$ cat config.mk
export PLATFORM = sky130hd
export DESIGN_NAME = branch_target_predictor
export DESIGN_NICKNAME = d
export VERILOG_FILES = /design/src/rtl/branch_target_predictor.sv
export SDC_FILE = /design/constraint.sdc
export NUM_CORES = 2
export LEC_CHECK = 0
export CAP_MARGIN = 15
export CORE_MARGIN = 2
export CORE_UTILIZATION = 43
export CTS_BUF_LIST = sky130_fd_sc_hd__clkbuf_8
export CTS_CLUSTER_SIZE = 25
export DETAILED_ROUTE_END_ITERATION = 7
export GPL_TIMING_DRIVEN = 0
export MAX_ROUTING_LAYER = met4
export SKIP_CTS_REPAIR_TIMING = 1
export SLEW_MARGIN = 20
export SYNTH_ARGS = -nofsm -noshare
export SYNTH_HDL_FRONTEND = slang
export SYNTH_SLANG_ARGS = --single-unit
$ cat constraint.sdc
create_clock -name clk -period 9.25 [get_ports clk]
set_clock_uncertainty 0.2 [all_clocks]
set_input_delay 2.3125 -clock clk [delete_from_list [all_inputs] [get_ports clk]]
set_output_delay 2.3125 -clock clk [all_outputs]
set_load 0.01 [all_outputs]
$ cat src/rtl/branch_target_predictor.sv
// Direct-mapped branch target buffer with saturating direction counters; optional stats via BTB_STATS_EN.
// Latency: lookup is combinational (0 cycles); updates become visible the cycle after the write edge.
// Backpressure: none; ready stays low during the table init sweep, and updates are dropped while it is low.
module branch_target_predictor #(
  parameter int ADDR_W  = 32,
  parameter int ENTRIES = 64,
  parameter int CTR_W   = 2,
  parameter int STAT_W  = 32
) (
  input  logic              clk,
  input  logic              rst,
  input  logic              lookup_en,
  input  logic [ADDR_W-1:0] lookup_pc,
  output logic              pred_hit,
  output logic              pred_taken,
  output logic [ADDR_W-1:0] pred_target,
  output logic              ready,
  input  logic              upd_valid,
  input  logic [ADDR_W-1:0] upd_pc,
  input  logic              upd_taken,
  input  logic [ADDR_W-1:0] upd_target,
  input  logic              upd_mispredict,
`ifdef BTB_STATS_EN
  output logic [STAT_W-1:0] stat_lookups,
  output logic [STAT_W-1:0] stat_hits,
  output logic [STAT_W-1:0] stat_mispredicts,
`endif
  input  logic              clear
);

  localparam int IDX_W = $clog2(ENTRIES);
  localparam int TAG_W = ADDR_W - IDX_W - 2;
  localparam logic [CTR_W-1:0] CTR_MAX  = {CTR_W{1'b1}};
  localparam logic [CTR_W-1:0] CTR_WEAK = CTR_W'(1) << (CTR_W - 1);

  typedef enum logic {INIT, RUN} state_t;

  state_t             state, state_nxt;
  logic [IDX_W-1:0]   init_idx, init_idx_nxt;

  logic [ENTRIES-1:0] valid_q;
  logic [TAG_W-1:0]   tag_q    [ENTRIES];
  logic [ADDR_W-1:0]  target_q [ENTRIES];
  logic [CTR_W-1:0]   ctr_q    [ENTRIES];

  logic [IDX_W-1:0]   lk_idx, upd_idx;
  logic [TAG_W-1:0]   lk_tag, upd_tag;
  logic               upd_hit;
  logic               tbl_we;

  // Bits [1:0] of either PC never select anything (word-aligned instructions).
  logic unused_pc_bits;
  assign unused_pc_bits = &{1'b0, lookup_pc[1:0], upd_pc[1:0]};

  assign lk_idx  = lookup_pc[IDX_W+1:2];
  assign lk_tag  = lookup_pc[ADDR_W-1:IDX_W+2];
  assign upd_idx = upd_pc[IDX_W+1:2];
  assign upd_tag = upd_pc[ADDR_W-1:IDX_W+2];

  // State register; rst restarts the init sweep from entry 0 even mid-sweep.
  always_ff @(posedge clk) begin
    if (rst) begin
      state    <= INIT;
      init_idx <= '0;
    end else begin
      state    <= state_nxt;
      init_idx <= init_idx_nxt;
    end
  end

  // Next-state: sweep every entry in INIT, then RUN until a clear request.
  always_comb begin
    state_nxt    = state;
    init_idx_nxt = init_idx;
    ready        = 1'b0;
    case (state)
      INIT: begin
        init_idx_nxt = init_idx + IDX_W'(1);
        if (init_idx == IDX_W'(ENTRIES - 1)) state_nxt = RUN;
      end
      RUN: begin
        ready = 1'b1;
        if (clear) begin
          state_nxt    = INIT;
          init_idx_nxt = '0;
        end
      end
      default: state_nxt = INIT;
    endcase
  end

  // Combinational lookup against the pre-update table contents.
  always_comb begin
    pred_hit    = ready & valid_q[lk_idx] & (tag_q[lk_idx] == lk_tag);
    pred_taken  = pred_hit & ctr_q[lk_idx][CTR_W-1];
    pred_target = pred_taken ? target_q[lk_idx] : lookup_pc + ADDR_W'(4);
  end

  // A clear in the same cycle wins over the update; nothing is written outside RUN.
  assign upd_hit = valid_q[upd_idx] & (tag_q[upd_idx] == upd_tag);
  assign tbl_we  = ready & upd_valid & ~clear & ~rst;

  // Valid bits: cleared one per cycle by the sweep, set on allocation.
  always_ff @(posedge clk) begin
    if (state == INIT) begin
      valid_q[init_idx] <= 1'b0;
    end else if (tbl_we && !upd_hit && upd_taken) begin
      valid_q[upd_idx] <= 1'b1;
    end
  end

  // Entry payload: train the counter on a hit, allocate weakly-taken on a taken miss.
  always_ff @(posedge clk) begin
    if (tbl_we) begin
      if (upd_hit) begin
        if (upd_taken) begin
          ctr_q[upd_idx]    <= (ctr_q[upd_idx] == CTR_MAX) ? CTR_MAX : ctr_q[upd_idx] + CTR_W'(1);
          target_q[upd_idx] <= upd_target;
        end else begin
          ctr_q[upd_idx]    <= (ctr_q[upd_idx] == '0) ? '0 : ctr_q[upd_idx] - CTR_W'(1);
        end
      end else if (upd_taken) begin
        tag_q[upd_idx]    <= upd_tag;
        target_q[upd_idx] <= upd_target;
        ctr_q[upd_idx]    <= CTR_WEAK;
      end
    end
  end

`ifdef BTB_STATS_EN
  // Free-running statistics; only rst zeroes them, clear leaves them alone.
  always_ff @(posedge clk) begin
    if (rst) begin
      stat_lookups     <= '0;
      stat_hits        <= '0;
      stat_mispredicts <= '0;
    end else begin
      if (lookup_en && ready)                     stat_lookups     <= stat_lookups + STAT_W'(1);
      if (lookup_en && pred_hit)                  stat_hits        <= stat_hits + STAT_W'(1);
      if (upd_valid && upd_mispredict && ready)   stat_mispredicts <= stat_mispredicts + STAT_W'(1);
    end
  end
`else
  // Without statistics these inputs only matter to the pipeline, not to the table.
  logic unused_stat_inputs;
  assign unused_stat_inputs = &{1'b0, lookup_en, upd_mispredict};
`endif

endmodule

# Word level (Yosys, flattened, before mapping)
# Memory sizes are Yosys's and may differ from the RTL's.
# Index checks and enable logic that the tools add are counted.
dict set report totals {
  output_inout_bits 35
  wordCells 76
  rom_bits 0
  ram_bits 3712
  latch_bits 0
  regBits 71
  memories 3
}
dict set report classes {
  n_eq_ne 6
  n_bitwise 16
  muxes 33
  magnitude_cmp 5
  n_mul 0
  shifts 0
  add_sub_neg 4
  div_mod_pow 0
  n_reduce_logical 6
}
# memory depth width rd rd_ports_with_merged_regs write_ports line
set mem_list {}
lappend mem_list {target_q 64 32 1 0 1 43} ;# logic [ADDR_W-1:0] target_q [ENTRIES];
lappend mem_list {tag_q 64 24 2 0 1 42} ;# logic [TAG_W-1:0] tag_q [ENTRIES];
lappend mem_list {ctr_q 64 2 2 0 1 44} ;# logic [CTR_W-1:0] ctr_q [ENTRIES];
# cell n
set ops {}
lappend ops {{64-bit two-way mux} 2}
lappend ops {{64-bit bitwise AND} 1}
lappend ops {{32-bit two-way mux} 2}
lappend ops {{64-bit inverter} 1}
lappend ops {{64-bit bitwise OR} 1}
lappend ops {{24-bit equality test} 2}
lappend ops {{32-bit by 3-bit adder with 32-bit output, second input constant} 1}
lappend ops {{6-bit by 7-bit less-than comparator with 1-bit output, second input constant} 3}
lappend ops {{1-bit two-way mux} 18}
lappend ops {{1-bit binary-select mux with 6-bit select} 2}
lappend ops {{1-bit demux with 6-bit select} 2}
lappend ops {{6-bit by 1-bit greater-or-equal comparator with 1-bit output, second input constant} 2}
lappend ops {{6-bit one-hot mux with 2 select lines} 1}
lappend ops {{2-bit two-way mux} 4}
lappend ops {{1-bit bitwise AND} 7}
lappend ops {{6-bit by 1-bit adder with 6-bit output, second input constant} 1}
lappend ops {{6-bit equality test, second input constant} 1}
lappend ops {{6-bit two-way mux} 1}
lappend ops {{1-bit logical AND} 4}
lappend ops {{1-bit inverter} 3}
lappend ops {{1-bit bitwise OR} 3}
lappend ops {{2-bit by 1-bit adder with 2-bit output, second input constant} 1}
lappend ops {{2-bit equality test, second input constant} 1}
lappend ops {{2-bit zero test} 1}
lappend ops {{5 further kinds} 5}

# Depth between registers and ports, before layout
dict set report depth {
  ltp_word 8
  depth_mapped 18
}

# Least setup slack after synthesis
# OpenSTA, ideal clock, no wires.
dict set report synth_timing {
  kind {input to output}
  from {input lookup_pc[2]}
  to {output pred_target[13]}
  arrival_ns 5.909
  path_slack_ns 0.828
  n_path_buf 8
  stages 12
  path_cell_list {buf_6 buf_6 buf_6 buf_6 buf_4 buf_2 buf_2 buf_1 mux4_2 mux4_2 mux4_2 mux2_4}
}
dict set report synth_via {
  elab_chain_len 6
  word_cells_on_any_way 11
  classes_between {add/sub (1); eq/ne (1); mux (3); bitwise (3); memory (3)}
}
# element line
set synth_rtl {}
lappend synth_rtl {{start: declaration} 13} ;# input logic [ADDR_W-1:0] lookup_pc,
lappend synth_rtl {{branches (longest 5 deep; another with memory read 64 x 24 bit)} -}
lappend synth_rtl {{32-bit two-way mux (*)} 96} ;# pred_target = pred_taken ? target_q[lk_idx] : lookup_pc + ADDR_W'(4);
lappend synth_rtl {{end: declaration} 16} ;# output logic [ADDR_W-1:0] pred_target,
# Mark *: on every way between the ends. The select of a mux whose other input is x is not followed.

# Worst setup path in the final report
dict set report layout_timing {
  from {input lookup_pc[2]}
  to {output pred_taken}
}
dict set report layout_via {
  elab_chain_len 5
  word_cells_on_any_way 8
  classes_between {eq/ne (1); mux (2); bitwise (3); memory (2)}
}
# element line
set layout_rtl {}
lappend layout_rtl {{branches (longest 4 deep; another with memory read 64 x 24 bit)} -}
lappend layout_rtl {{1-bit bitwise AND (*)} 95} ;# pred_taken = pred_hit & ctr_q[lk_idx][CTR_W-1];
lappend layout_rtl {{end: declaration} 15} ;# output logic pred_taken,
# Marks and branches as above.

==> impl_results.md <==
* Hold Path Depth at 2
* Hold Vio Cnt, Final at 0
* Fin crit period at 9960 ps
* DR vias/cell at approximately 7.3
* Async set or reset register ratio after synthesis at 0%
* Relative slew slack at 13.0%
* Worst Hold End: valid_q[32]$_DFFE_PP_
* Total core area at 375,000 sq um
* Number of global-route vias before repair at between 100k and 150k
* Pleak at ~64 nW
* Max Fanout on Critical Path at 8
* Syn Area/Cell at a little under 20 sq um
* DP Wirelength at ~660,000 microns
* Total CTS buffers at between 600 and 700
* Final Setup Violations at roughly 500
* Area Overhead vs Synth at 22.5%
* Global-route wire length before repair at about 1,100,000 microns
* DR vias at approximately 110k
* Initial Util at 43.1%
* WL final at around 900,000 microns
* Distinct cells, synth at 83
* # IOs at 138
* VDD IR-drop max at roughly 0.17 mV
* Worst-path clk slew at around 60 ps
* Max Root-Sink Buffers at 4
* H-tree depth at 6
* Crit Path Class: in2out
* Post-synth net total at 8,331
* Worst Path Required at 6740 ps
* R2r endpoint: tag_q[51][14]$_DFFE_PP_
* Status: finished with violations
* Max Cap Viol at 0
* Gp weighted congestion at roughly 1.1
* Layout cells sized above 1 at a little over a third
* WL/cell at between 50 and 60 microns
* Placed Cells at about 14,000
* Port bufs at between 100 and 150
* RSZ-0062 raised after global routing: true
* Clk sink count at 3,783
* Top FF cell, synth: edfxtp_1
* Initial antenna violation count at approximately 170
* Worst slew pin tran at around 1300 ps
* Count of pins over their slew limit at 0
* Drt first pass iters at 8
* F_max at between 100 and 150 MHz
* Largest net degree at the start of global routing at 66
* EDFF count, synth at roughly 3,800
* Setup crit end kind: output pin
* Routed Antenna Nets at 0
* HP Start: valid_q[32]$_DFFE_PP_
* CTS tree: done
* Row Count at between 200 and 250
* FF+latch count, synth at about 3,800
* Initial DRC count at ~23,000
* Register area share after synthesis at approximately 70%
* Startpoint types: input port
* Worst hold path type: reg2reg
* Layout Nets at 9,792
* Finished Cell Area at ~200,000 sq um
* CTS root buffer: clkbuf_8
* Worst R2R Path Depth at 16
* Failing checks: design-rule violations, negative setup slack
* Commonest cells in the netlist: edfxtp_1, mux4_2, mux2i_1
* Final WS setup at -714 ps
* Die Wd at 617 microns
* Critical R2R Launch: tag_q[13][23]$_DFFE_PP_
* Top post-synthesis cells by area: edfxtp_1, mux4_2, mux2i_1
* Die Area at 381,000 sq um
* Die Y at between 600 and 700 microns
* Final period util at 108%
* Count leader, synth: edfxtp_1
* Synthesis Warnings at 0
* R2r setup slk at roughly 2600 ps
* Grt ovf at 0
* Mapped Area at around 160,000 sq um
* DP Worst Slack at -5960 ps
* Total track usage at between 40% and 50%
* Top cell type's share of synthesized area at 70.2%
* Post-synth top area cell: edfxtp_1
* Hold WS at about 430 ps
* Fillers at between 20,000 and 30,000
* Placed Area at 182,000 sq um
* Cell Count, Final, Fillers Out at approximately 15,000
* PwrDens at around 190 nW/um^2
* Clock latency on the worst-skew pair at 1330 ps
* Gate Count Post-Synth at just over 8,000
* Drt drc at 14
* Arrival time worst endpoint at 7450 ps
## critical path, stage by stage
cell,delay [ps]
buf_16,90
buf_16,190
buf_16,200
buf_16,150
buf_16,160
buf_16,210
buf_12,180
mux4_2,560
a22oi_2,430
o41ai_2,170
buf_4,230
o21ai_4,320
nand3_4,270
xnor2_2,230
nand4_1,220
buf_4,200
nor4_2,280
and4_4,360
clkdlybuf4s50_1,570
## layout make-up
cell class / count / area, sq um / area share, %
timing repair buffer: 809 / 13800 / 6.97
sequential: 3783 / 114000 / 57.4
antenna: 292 / 731 / 0.369
tap: 4994 / 6250 / 3.16
multi-input combinational: 3812 / 46800 / 23.7
buffer: 614 / 4980 / 2.52
clock inverter: 486 / 2360 / 1.20
clock buffer: 679 / 9350 / 4.72
inverter: 13 / 52.6 / 0.0266
## registers in the layout, summed over array words and instances (netlist names)
signal,cells
ctr_q,128
init_idx,6
state,1
target_q,2048
valid_q,64
tag_q,1536
## how the worst max path moves through the flow
| stage | startpoint | slack, ps | end |
|---|---|---|---|
| finish | lookup_pc[2] | -710 | pred_taken |
| global placement | upd_pc[3] | -11010 | tag_q[51][6]$_DFFE_PP_ |
| global route | lookup_pc[2] | -480 | pred_taken |
| CTS | lookup_pc[2] | -5970 | pred_target[2] |
| floorplan | lookup_pc[2] | 830 | pred_target[13] |
| detailed placement | lookup_pc[2] | -5960 | pred_target[2] |
## power breakdown
group	switching [mW]	internal [mW]
clock	7.34	7.10
combinational	2.96	1.26
sequential	0.0184	18.9
total	10.3	27.3
## placed cells by master, fill, tap and decap left out, types with 133 or more instances in the layout
cell type,instances
clkinv_1,181
clkbuf_2,210
nand2_1,291
clkbuf_8,679
buf_16,233
a22oi_1,205
o21ai_0,198
mux4_2,1179
mux2i_1,344
edfxtp_1,3776
nor2_4,133
buf_4,241
buf_12,313
inv_1,211
diode_2,292
## per-stage QoR
stage / power, mW / TNS [ps] / utilization [%]
CTS: 37.1 / -1152000 / 51.6
detailed placement: 23.0 / -3658790 / 48.5
floorplan: 20.6 / 0 / -
global route: 38.1 / -14820 / 52.8
global placement: 22.8 / - / 45.1
finish: 37.6 / -66180 / 52.8
## logic make-up (layout without fill, tap and decap cells)
family,count (synthesis),after routing,share of synthesized area (%)
AND/OR/NAND/NOR,951,951,2.80
buffers and inverters,631,2601,1.84
XOR/XNOR,80,80,0.434
AO/OA/AOI/OAI,1095,1095,4.88
flip-flops,3783,3783,70.3
adder cells (fa/ha/maj),2,2,0.0155
multiplexers,1684,1684,19.7
other,0,292,0
## per-layer routing
metal  vias to the layer above  GRT usage [%]  part of all wire [%]
met5                         -              -                     0
met3                      3783           19.9                    13
met4                         0           45.6                    12
met1                     58900           53.3                    32
met2                     11200           68.0                    43
li1                      38500              -                     -
(Power assumes the default switching activity.)
